**src/rtl/sram_req_arbiter_if.sv**
```systemverilog
// SRAM-like request/response port: one request channel (req..wdata, addr_ok)
// and one in-order response channel (data_ok, rdata).
interface sram_req_arbiter_if;
  logic        req;
  logic        wr;
  logic [1:0]  size;
  logic [31:0] addr;
  logic [3:0]  wstrb;
  logic [31:0] wdata;
  logic        addr_ok;
  logic        data_ok;
  logic [31:0] rdata;

  modport master (
    output req, wr, size, addr, wstrb, wdata,
    input  addr_ok, data_ok, rdata
  );

  modport slave (
    input  req, wr, size, addr, wstrb, wdata,
    output addr_ok, data_ok, rdata
  );
endinterface

```
**src/rtl/sram_req_arbiter.sv**
```systemverilog
// Two-requester arbiter onto one SRAM-like port. Accepted requests are held on
// the shared port until addr_ok; an owner FIFO routes in-order responses back.
module sram_req_arbiter #(
  parameter int OUTSTANDING     = 4,
  parameter int MAX_DATA_STREAK = 4
) (
  input  logic                  clk,
  input  logic                  resetn,
  sram_req_arbiter_if.slave     inst_sram,
  sram_req_arbiter_if.slave     data_sram,
  sram_req_arbiter_if.master    mem,
  output logic                  arb_err
);

  localparam int PW = (OUTSTANDING > 1) ? $clog2(OUTSTANDING) : 1;
  localparam int CW = $clog2(OUTSTANDING + 1);
  localparam int SW = $clog2(MAX_DATA_STREAK + 1);

  typedef enum logic {S_IDLE, S_ISSUE} state_e;

  typedef struct packed {
    logic        wr;
    logic [1:0]  size;
    logic [31:0] addr;
    logic [3:0]  wstrb;
    logic [31:0] wdata;
  } req_t;

  state_e                 state_q, state_d;
  req_t                   req_q, req_d;
  logic [OUTSTANDING-1:0] owner_q, owner_d;
  logic [PW-1:0]          wr_ptr_q, wr_ptr_d;
  logic [PW-1:0]          rd_ptr_q, rd_ptr_d;
  logic [CW-1:0]          count_q, count_d;
  logic [SW-1:0]          streak_q, streak_d;
  logic                   arb_err_q, arb_err_d;

  logic can_grant, force_inst, gnt_data, gnt_inst, push, pop, head;
  req_t inst_req, data_req;

  assign inst_req = '{wr: inst_sram.wr, size: inst_sram.size, addr: inst_sram.addr,
                      wstrb: inst_sram.wstrb, wdata: inst_sram.wdata};
  assign data_req = '{wr: data_sram.wr, size: data_sram.size, addr: data_sram.addr,
                      wstrb: data_sram.wstrb, wdata: data_sram.wdata};

  // Full check uses the registered count, so a same-cycle pop never frees a slot early.
  assign can_grant  = resetn && (state_q == S_IDLE) && (count_q < CW'(OUTSTANDING));
  assign force_inst = inst_sram.req && (streak_q == SW'(MAX_DATA_STREAK));
  assign gnt_data   = can_grant && data_sram.req && !force_inst;
  assign gnt_inst   = can_grant && inst_sram.req && !gnt_data;
  assign push       = gnt_data || gnt_inst;
  assign pop        = resetn && mem.data_ok && (count_q != '0);
  assign head       = owner_q[rd_ptr_q];

  always_comb begin
    state_d = state_q;
    case (state_q)
      S_IDLE:  if (push)        state_d = S_ISSUE;
      S_ISSUE: if (mem.addr_ok) state_d = S_IDLE;
      default:                  state_d = S_IDLE;
    endcase
  end

  always_comb begin
    req_d = req_q;
    if (gnt_data)      req_d = data_req;
    else if (gnt_inst) req_d = inst_req;
  end

  always_comb begin
    owner_d  = owner_q;
    wr_ptr_d = wr_ptr_q;
    rd_ptr_d = rd_ptr_q;
    count_d  = count_q;
    if (push) begin
      owner_d[wr_ptr_q] = gnt_data;
      wr_ptr_d          = wr_ptr_q + PW'(1);
    end
    if (pop) rd_ptr_d = rd_ptr_q + PW'(1);
    case ({push, pop})
      2'b10:   count_d = count_q + CW'(1);
      2'b01:   count_d = count_q - CW'(1);
      default: count_d = count_q;
    endcase
  end

  // Streak only moves in IDLE; a full FIFO with inst waiting leaves it untouched.
  always_comb begin
    streak_d = streak_q;
    if (state_q == S_IDLE) begin
      if (gnt_inst)
        streak_d = '0;
      else if (gnt_data && inst_sram.req) begin
        if (streak_q < SW'(MAX_DATA_STREAK)) streak_d = streak_q + SW'(1);
      end else if (!inst_sram.req)
        streak_d = '0;
    end
  end

  assign arb_err_d = arb_err_q | (mem.data_ok && (count_q == '0));

  always_ff @(posedge clk or negedge resetn) begin
    if (!resetn) begin
      state_q   <= S_IDLE;
      req_q     <= '0;
      owner_q   <= '0;
      wr_ptr_q  <= '0;
      rd_ptr_q  <= '0;
      count_q   <= '0;
      streak_q  <= '0;
      arb_err_q <= 1'b0;
    end else begin
      state_q   <= state_d;
      req_q     <= req_d;
      owner_q   <= owner_d;
      wr_ptr_q  <= wr_ptr_d;
      rd_ptr_q  <= rd_ptr_d;
      count_q   <= count_d;
      streak_q  <= streak_d;
      arb_err_q <= arb_err_d;
    end
  end

  assign mem.req   = resetn && (state_q == S_ISSUE);
  assign mem.wr    = req_q.wr;
  assign mem.size  = req_q.size;
  assign mem.addr  = req_q.addr;
  assign mem.wstrb = req_q.wstrb;
  assign mem.wdata = req_q.wdata;

  assign inst_sram.addr_ok = gnt_inst;
  assign data_sram.addr_ok = gnt_data;
  assign inst_sram.data_ok = pop && !head;
  assign data_sram.data_ok = pop && head;
  assign inst_sram.rdata   = mem.rdata;
  assign data_sram.rdata   = mem.rdata;

  assign arb_err = arb_err_q;

endmodule

```
**src/flat_wrapper.sv**
```systemverilog
// flat-port wrapper written by rule: the top's interface ports become plain ports
module sram_req_arbiter_flat 
#(
  parameter int OUTSTANDING     = 4,
  parameter int MAX_DATA_STREAK = 4
)
  (clk, resetn, arb_err, inst_sram_req, inst_sram_wr, inst_sram_size, inst_sram_addr, inst_sram_wstrb, inst_sram_wdata, inst_sram_addr_ok, inst_sram_data_ok, inst_sram_rdata, data_sram_req, data_sram_wr, data_sram_size, data_sram_addr, data_sram_wstrb, data_sram_wdata, data_sram_addr_ok, data_sram_data_ok, data_sram_rdata, mem_req, mem_wr, mem_size, mem_addr, mem_wstrb, mem_wdata, mem_addr_ok, mem_data_ok, mem_rdata);
  sram_req_arbiter_if inst_sram_i ();
  sram_req_arbiter_if data_sram_i ();
  sram_req_arbiter_if mem_i ();
  input  logic clk;
  input  logic resetn;
  output logic arb_err;
  input wire logic [$bits(inst_sram_i.req)-1:0] inst_sram_req;
  input wire logic [$bits(inst_sram_i.wr)-1:0] inst_sram_wr;
  input wire logic [$bits(inst_sram_i.size)-1:0] inst_sram_size;
  input wire logic [$bits(inst_sram_i.addr)-1:0] inst_sram_addr;
  input wire logic [$bits(inst_sram_i.wstrb)-1:0] inst_sram_wstrb;
  input wire logic [$bits(inst_sram_i.wdata)-1:0] inst_sram_wdata;
  output wire logic [$bits(inst_sram_i.addr_ok)-1:0] inst_sram_addr_ok;
  output wire logic [$bits(inst_sram_i.data_ok)-1:0] inst_sram_data_ok;
  output wire logic [$bits(inst_sram_i.rdata)-1:0] inst_sram_rdata;
  input wire logic [$bits(data_sram_i.req)-1:0] data_sram_req;
  input wire logic [$bits(data_sram_i.wr)-1:0] data_sram_wr;
  input wire logic [$bits(data_sram_i.size)-1:0] data_sram_size;
  input wire logic [$bits(data_sram_i.addr)-1:0] data_sram_addr;
  input wire logic [$bits(data_sram_i.wstrb)-1:0] data_sram_wstrb;
  input wire logic [$bits(data_sram_i.wdata)-1:0] data_sram_wdata;
  output wire logic [$bits(data_sram_i.addr_ok)-1:0] data_sram_addr_ok;
  output wire logic [$bits(data_sram_i.data_ok)-1:0] data_sram_data_ok;
  output wire logic [$bits(data_sram_i.rdata)-1:0] data_sram_rdata;
  output wire logic [$bits(mem_i.req)-1:0] mem_req;
  output wire logic [$bits(mem_i.wr)-1:0] mem_wr;
  output wire logic [$bits(mem_i.size)-1:0] mem_size;
  output wire logic [$bits(mem_i.addr)-1:0] mem_addr;
  output wire logic [$bits(mem_i.wstrb)-1:0] mem_wstrb;
  output wire logic [$bits(mem_i.wdata)-1:0] mem_wdata;
  input wire logic [$bits(mem_i.addr_ok)-1:0] mem_addr_ok;
  input wire logic [$bits(mem_i.data_ok)-1:0] mem_data_ok;
  input wire logic [$bits(mem_i.rdata)-1:0] mem_rdata;
  assign inst_sram_i.req = inst_sram_req;
  assign inst_sram_i.wr = inst_sram_wr;
  assign inst_sram_i.size = inst_sram_size;
  assign inst_sram_i.addr = inst_sram_addr;
  assign inst_sram_i.wstrb = inst_sram_wstrb;
  assign inst_sram_i.wdata = inst_sram_wdata;
  assign inst_sram_addr_ok = inst_sram_i.addr_ok;
  assign inst_sram_data_ok = inst_sram_i.data_ok;
  assign inst_sram_rdata = inst_sram_i.rdata;
  assign data_sram_i.req = data_sram_req;
  assign data_sram_i.wr = data_sram_wr;
  assign data_sram_i.size = data_sram_size;
  assign data_sram_i.addr = data_sram_addr;
  assign data_sram_i.wstrb = data_sram_wstrb;
  assign data_sram_i.wdata = data_sram_wdata;
  assign data_sram_addr_ok = data_sram_i.addr_ok;
  assign data_sram_data_ok = data_sram_i.data_ok;
  assign data_sram_rdata = data_sram_i.rdata;
  assign mem_req = mem_i.req;
  assign mem_wr = mem_i.wr;
  assign mem_size = mem_i.size;
  assign mem_addr = mem_i.addr;
  assign mem_wstrb = mem_i.wstrb;
  assign mem_wdata = mem_i.wdata;
  assign mem_i.addr_ok = mem_addr_ok;
  assign mem_i.data_ok = mem_data_ok;
  assign mem_i.rdata = mem_rdata;
  sram_req_arbiter #(.OUTSTANDING(OUTSTANDING), .MAX_DATA_STREAK(MAX_DATA_STREAK)) u_core (.clk(clk), .resetn(resetn), .inst_sram(inst_sram_i), .data_sram(data_sram_i), .mem(mem_i), .arb_err(arb_err));
endmodule
```
**config.mk**
```make
export PLATFORM = sky130hd
export DESIGN_NAME = sram_req_arbiter_flat
export DESIGN_NICKNAME = d
export VERILOG_FILES = /design/src/rtl/sram_req_arbiter_if.sv /design/src/rtl/sram_req_arbiter.sv /design/src/flat_wrapper.sv
export SDC_FILE = /design/constraint.sdc
export NUM_CORES = 1
export LEC_CHECK = 0
export CORE_AREA = 3 3 123 125
export DETAILED_ROUTE_END_ITERATION = 16
export DIE_AREA = 0 0 126 128
export PLACE_DENSITY = 0.77
export SETUP_SLACK_MARGIN = 0.1
export SYNTH_ARGS = -nofsm -noshare
export SYNTH_HDL_FRONTEND = slang
export SYNTH_SLANG_ARGS = --single-unit
```
**constraint.sdc**
```tcl
create_clock -name clk -period 5.7 [get_ports clk]
set_input_delay 0.855 -clock clk [delete_from_list [all_inputs] [get_ports clk]]
set_output_delay 0.855 -clock clk [all_outputs]
set_load 0.01 [all_outputs]
```
==> metrics.txt <==
# TYPE chip_impl_metric gauge
chip_impl_metric{name="wl_met1",unit="um"} 4645
chip_impl_info{name="worstReg2RegStart",value="u_core.state_q"} 1
chip_impl_metric{name="global_route_wire_length_before_repair",unit="um"} 19870
chip_impl_metric{name="drt-pass1-iter-count",unit=""} 5
chip_impl_metric{name="power_density",unit="nW/um^2"} 468.0
chip_impl_metric{name="timing.critical_path.required",unit="ps"} 4850
chip_impl_metric{name="layout-drive-gt1-share",unit="%"} 17.91
chip_impl_metric{name="clock-sinks",unit=""} 87
chip_impl_metric{name="ys_seq_elements",unit=""} 87
chip_impl_metric{name="dr.first_iter.drc_count",unit=""} 73
chip_impl_metric{name="slowest_delay",unit="ps"} 600
chip_impl_metric{name="critPathArrivalTime",unit="ps"} 3140
chip_impl_info{name="netlist_top_cells_area",value="sky130_fd_sc_hd__dfrtp_1, sky130_fd_sc_hd__mux2_2, sky130_fd_sc_hd__mux2_1"} 1
chip_impl_metric{name="leakagePower",unit="nW"} 2.895
chip_impl_metric{name="num_antenna_cells",unit=""} 0
chip_impl_metric{name="synth_enable_flop_cells",unit=""} 0
chip_impl_metric{name="post_cts_resize_count",unit=""} 0
chip_impl_metric{name="global_route.usage.total",unit="%"} 15.65
chip_impl_metric{name="cp.depth",unit=""} 5
chip_impl_metric{name="finalSetupViolCount",unit=""} 0
chip_impl_metric{name="clock-skew-final",unit="ps"} 5.358
chip_impl_info{name="cp_top_family",value="buffers and inverters"} 1
chip_impl_info{name="worst_setup_path_endpoint",value="data_sram_addr_ok"} 1
chip_impl_metric{name="place_hpwl",unit="um"} 9946
chip_impl_info{name="classification_of_the_worst_slack_hold_path",value="flop to flop"} 1
chip_impl_metric{name="worst_reg_to_reg_path_cell_count",unit=""} 4
chip_impl_metric{name="top_level_ports",unit=""} 321
chip_impl_metric{name="report.final.slew_viol_count",unit=""} 0
chip_impl_metric{name="ant_nets",unit=""} 0
chip_impl_metric{name="rows",unit=""} 43
chip_impl_metric{name="summed_instance_area_of_the_synthesized_netlist",unit="sq um"} 4853
chip_impl_metric{name="number_of_standard_cells_after_synthesis",unit=""} 373
chip_impl_metric{name="met3_length",unit="um"} 1047
chip_impl_info{name="worstSetupStartpoint",value="resetn"} 1
chip_impl_metric{name="gpl.final_weighted_congestion",unit=""} 0.7563
chip_impl_metric{name="timing.max_slew.rel_slack",unit="%"} 54.67
chip_impl_metric{name="finalWirelength",unit="um"} 12920
chip_impl_metric{name="final_period_minus_worst_setup_slack",unit="ps"} 3995
chip_impl_info{name="routed.top_layer",value="met4"} 1
chip_impl_metric{name="synth_area_per_cell",unit="sq um"} 13.01
chip_impl_metric{name="yosysWarningCount",unit=""} 0
chip_impl_metric{name="tritoncts.num_buffers",unit=""} 9
chip_impl_info{name="regToRegEndpoint",value="u_core.mem.wdata[30]"} 1
chip_impl_info{name="start_kind",value="input pin"} 1
chip_impl_metric{name="synth-seq-area-share",unit="%"} 44.86
chip_impl_metric{name="yosysUniqueCellTypes",unit=""} 37
chip_impl_metric{name="fp.dieW",unit="um"} 126
chip_impl_info{name="ys_dominant_reg_cell",value="sky130_fd_sc_hd__dfrtp_1"} 1
chip_impl_metric{name="clock_tree.buffer_depth",unit=""} 2
chip_impl_info{name="path_class",value="input pin to output pin"} 1
chip_impl_metric{name="via_count",unit=""} 3349
chip_impl_metric{name="worstSkewPairLatency",unit="ps"} 340
chip_impl_metric{name="clock.fmax",unit="MHz"} 250.3
chip_impl_metric{name="die_h",unit="um"} 128
chip_impl_metric{name="routed-wl-met2",unit="um"} 6988
chip_impl_metric{name="postLayoutCellArea",unit="sq um"} 7111
chip_impl_metric{name="htree_num_levels",unit=""} 3
chip_impl_metric{name="io_buffers",unit=""} 224
chip_impl_metric{name="detail_route.wl_per_cell",unit="um"} 18.05
chip_impl_metric{name="grt_start_max_net_pins",unit=""} 55
chip_impl_info{name="synth_commonest_cells",value="sky130_fd_sc_hd__dfrtp_1, sky130_fd_sc_hd__mux2_2, sky130_fd_sc_hd__mux2_1"} 1
chip_impl_info{name="outcome",value="finished, final reports clean"} 1
chip_impl_metric{name="fin_crit_sh",unit="%"} 70.09
chip_impl_metric{name="dieArea",unit="sq um"} 16130
chip_impl_metric{name="setup_total_negative_slack",unit="ps"} 0
chip_impl_metric{name="crit_fanout",unit=""} 39
chip_impl_info{name="synth.most_common_cell",value="sky130_fd_sc_hd__dfrtp_1"} 1
chip_impl_metric{name="postPlaceCellArea",unit="sq um"} 6763
chip_impl_metric{name="n_fill_cell",unit=""} 1213
chip_impl_metric{name="tightestPinTransition",unit="ps"} 679.9
chip_impl_metric{name="placeableCoreArea",unit="sq um"} 13990
chip_impl_info{name="grt_setup_unrepaired",value="no"} 1
chip_impl_metric{name="timing.final.hold_violations",unit=""} 0
chip_impl_metric{name="synth_largest_type_area_fraction",unit="%"} 44.86
chip_impl_metric{name="max_cap_viol_count",unit=""} 0
chip_impl_metric{name="via_per_inst",unit=""} 4.677
chip_impl_info{name="post-synth-top-area-cell",value="sky130_fd_sc_hd__dfrtp_1"} 1
chip_impl_metric{name="antenna_found_initial",unit=""} 0
chip_impl_info{name="timing.critical_path.to_type",value="output pin"} 1
chip_impl_metric{name="synthesis.nets",unit=""} 561
chip_impl_metric{name="post-layout-total-power",unit="mW"} 3.328
chip_impl_info{name="cts_root_buffer",value="sky130_fd_sc_hd__clkbuf_16"} 1
chip_impl_metric{name="ir_worst_vdd",unit="mV"} 0.2060
chip_impl_info{name="cp_cell_sequence",value="buf_4, nor3b_2, nand3_4, inv_1, clkdlybuf4s50_1"} 1
chip_impl_metric{name="fin_nets",unit=""} 719
chip_impl_metric{name="postCtsSetupRepairBufs",unit=""} 0
chip_impl_metric{name="worst-r2r-setup-slack",unit="ps"} 3080
chip_impl_metric{name="first_global_vias",unit=""} 3742
chip_impl_info{name="crit_slowest_cell",value="sky130_fd_sc_hd__clkdlybuf4s50_1"} 1
chip_impl_metric{name="worst-path-buf-inv",unit=""} 3
chip_impl_metric{name="hold_buffers",unit=""} 0
chip_impl_metric{name="area_growth_syn_to_layout",unit="%"} 46.51
chip_impl_metric{name="globalRoute.totalOverflow",unit=""} 0
chip_impl_metric{name="initial_util",unit="%"} 34.70
chip_impl_metric{name="remaining_drc_errors",unit=""} 0
chip_impl_metric{name="clock_transition_at_the_registers_of_the_reported_paths",unit="ps"} 60
chip_impl_metric{name="synthArstFlopShare",unit="%"} 100.0
chip_impl_info{name="tritoncts",value="done"} 1
## stage by stage
stage	setup WS (ps)	std cells	util [%]	hold slack, ps
2_1_floorplan	2942	373	-	452.8
4_1_cts	1610	716	50.83	464.1
5_1_grt	1408	716	50.83	470.7
3_5_place_dp	1619	700	48.35	445.4
3_3_place_gp	1707	700	48.35	447.4
6_report	1705	716	50.83	463.5
## placed cells by master, fill, tap and decap left out, types with 2 or more instances in the layout
cell / synthesis / final
sky130_fd_sc_hd__clkdlybuf4s50_1: 0 / 223
sky130_fd_sc_hd__dfrtp_1: 87 / 87
sky130_fd_sc_hd__mux2_2: 73 / 73
sky130_fd_sc_hd__mux2_1: 70 / 70
sky130_fd_sc_hd__inv_1: 10 / 10
sky130_fd_sc_hd__clkbuf_16: 0 / 9
sky130_fd_sc_hd__nand2_1: 7 / 7
sky130_fd_sc_hd__ha_1: 7 / 7
sky130_fd_sc_hd__a22o_1: 5 / 5
sky130_fd_sc_hd__buf_4: 64 / 4
sky130_fd_sc_hd__and2_1: 3 / 3
sky130_fd_sc_hd__o21ai_0: 3 / 3
sky130_fd_sc_hd__xor2_1: 3 / 3
sky130_fd_sc_hd__xnor2_1: 3 / 3
sky130_fd_sc_hd__bufinv_16: 0 / 3
sky130_fd_sc_hd__a21o_1: 2 / 2
sky130_fd_sc_hd__clkinvlp_4: 0 / 2
## cell type report
cell class / count / area, sq um / area share [%]
Timing Repair Buffer: 227 / 2262 / 31.81
Sequential cell: 87 / 2177 / 30.62
Multi-Input combinational cell: 196 / 2061 / 28.98
Clock buffer: 11 / 242.7 / 3.414
Tap cell: 180 / 225.2 / 3.167
Clock inverter: 5 / 105.1 / 1.478
Inverter: 10 / 37.54 / 0.5279
## state kept, by name, summed over array words and instances (netlist names)
signal,flops
u_core.arb_err,1
u_core.mem.wr,1
u_core.streak_q,3
u_core.mem.wdata,32
u_core.state_q,1
u_core.count_q,3
u_core.owner_q,4
u_core.mem.size,2
u_core.mem.addr,32
u_core.mem.wstrb,4
u_core.rd_ptr_q,2
u_core.wr_ptr_q,2
## cell families after synthesis
group / Yosys count / synth area share (%)
compound gates: 17 / 2.629
xor+xnor: 6 / 1.083
fa+ha+maj: 8 / 2.217
buf+inv: 90 / 12.92
flops: 87 / 44.86
mux: 144 / 33.64
simple gates: 21 / 2.655
## worst register-to-register path, stage by stage (launching register included)
cell and delay [ps]:
sky130_fd_sc_hd__dfrtp_1 460, sky130_fd_sc_hd__and4bb_4 790, sky130_fd_sc_hd__buf_4 570, sky130_fd_sc_hd__mux2_1 410, sky130_fd_sc_hd__mux2_2 270
## how the worst min path moves through the flow
stage / start / cells past startpoint / slack [ps] / endpoint
floorplan: u_core.rd_ptr_q[1] / 1 / 450 / u_core.rd_ptr_q[1]
global route: u_core.arb_err / 1 / 470 / u_core.arb_err
finish: u_core.arb_err / 1 / 460 / u_core.arb_err
detailed placement: u_core.arb_err / 1 / 450 / u_core.arb_err
CTS: u_core.arb_err / 1 / 460 / u_core.arb_err
global placement: u_core.arb_err / 1 / 450 / u_core.arb_err
## routing by layer
| metal | vias to the layer above | global-route usage (%) |
|---|---|---|
| met5 | - | 0 |
| met4 | 0 | 5.741 |
| met3 | 25 | 5.458 |
| met2 | 156 | 28.79 |
| met1 | 1610 | 16.51 |
| li1 | 1558 | - |
## power breakdown
part	leakage (nW)	total, mW	internal [mW]	switching, mW
clock network	0.162	0.684	0.440	0.243
logic	1.70	1.55	0.991	0.556
registers	1.03	1.10	0.924	0.173
(Power assumes the default switching activity.)
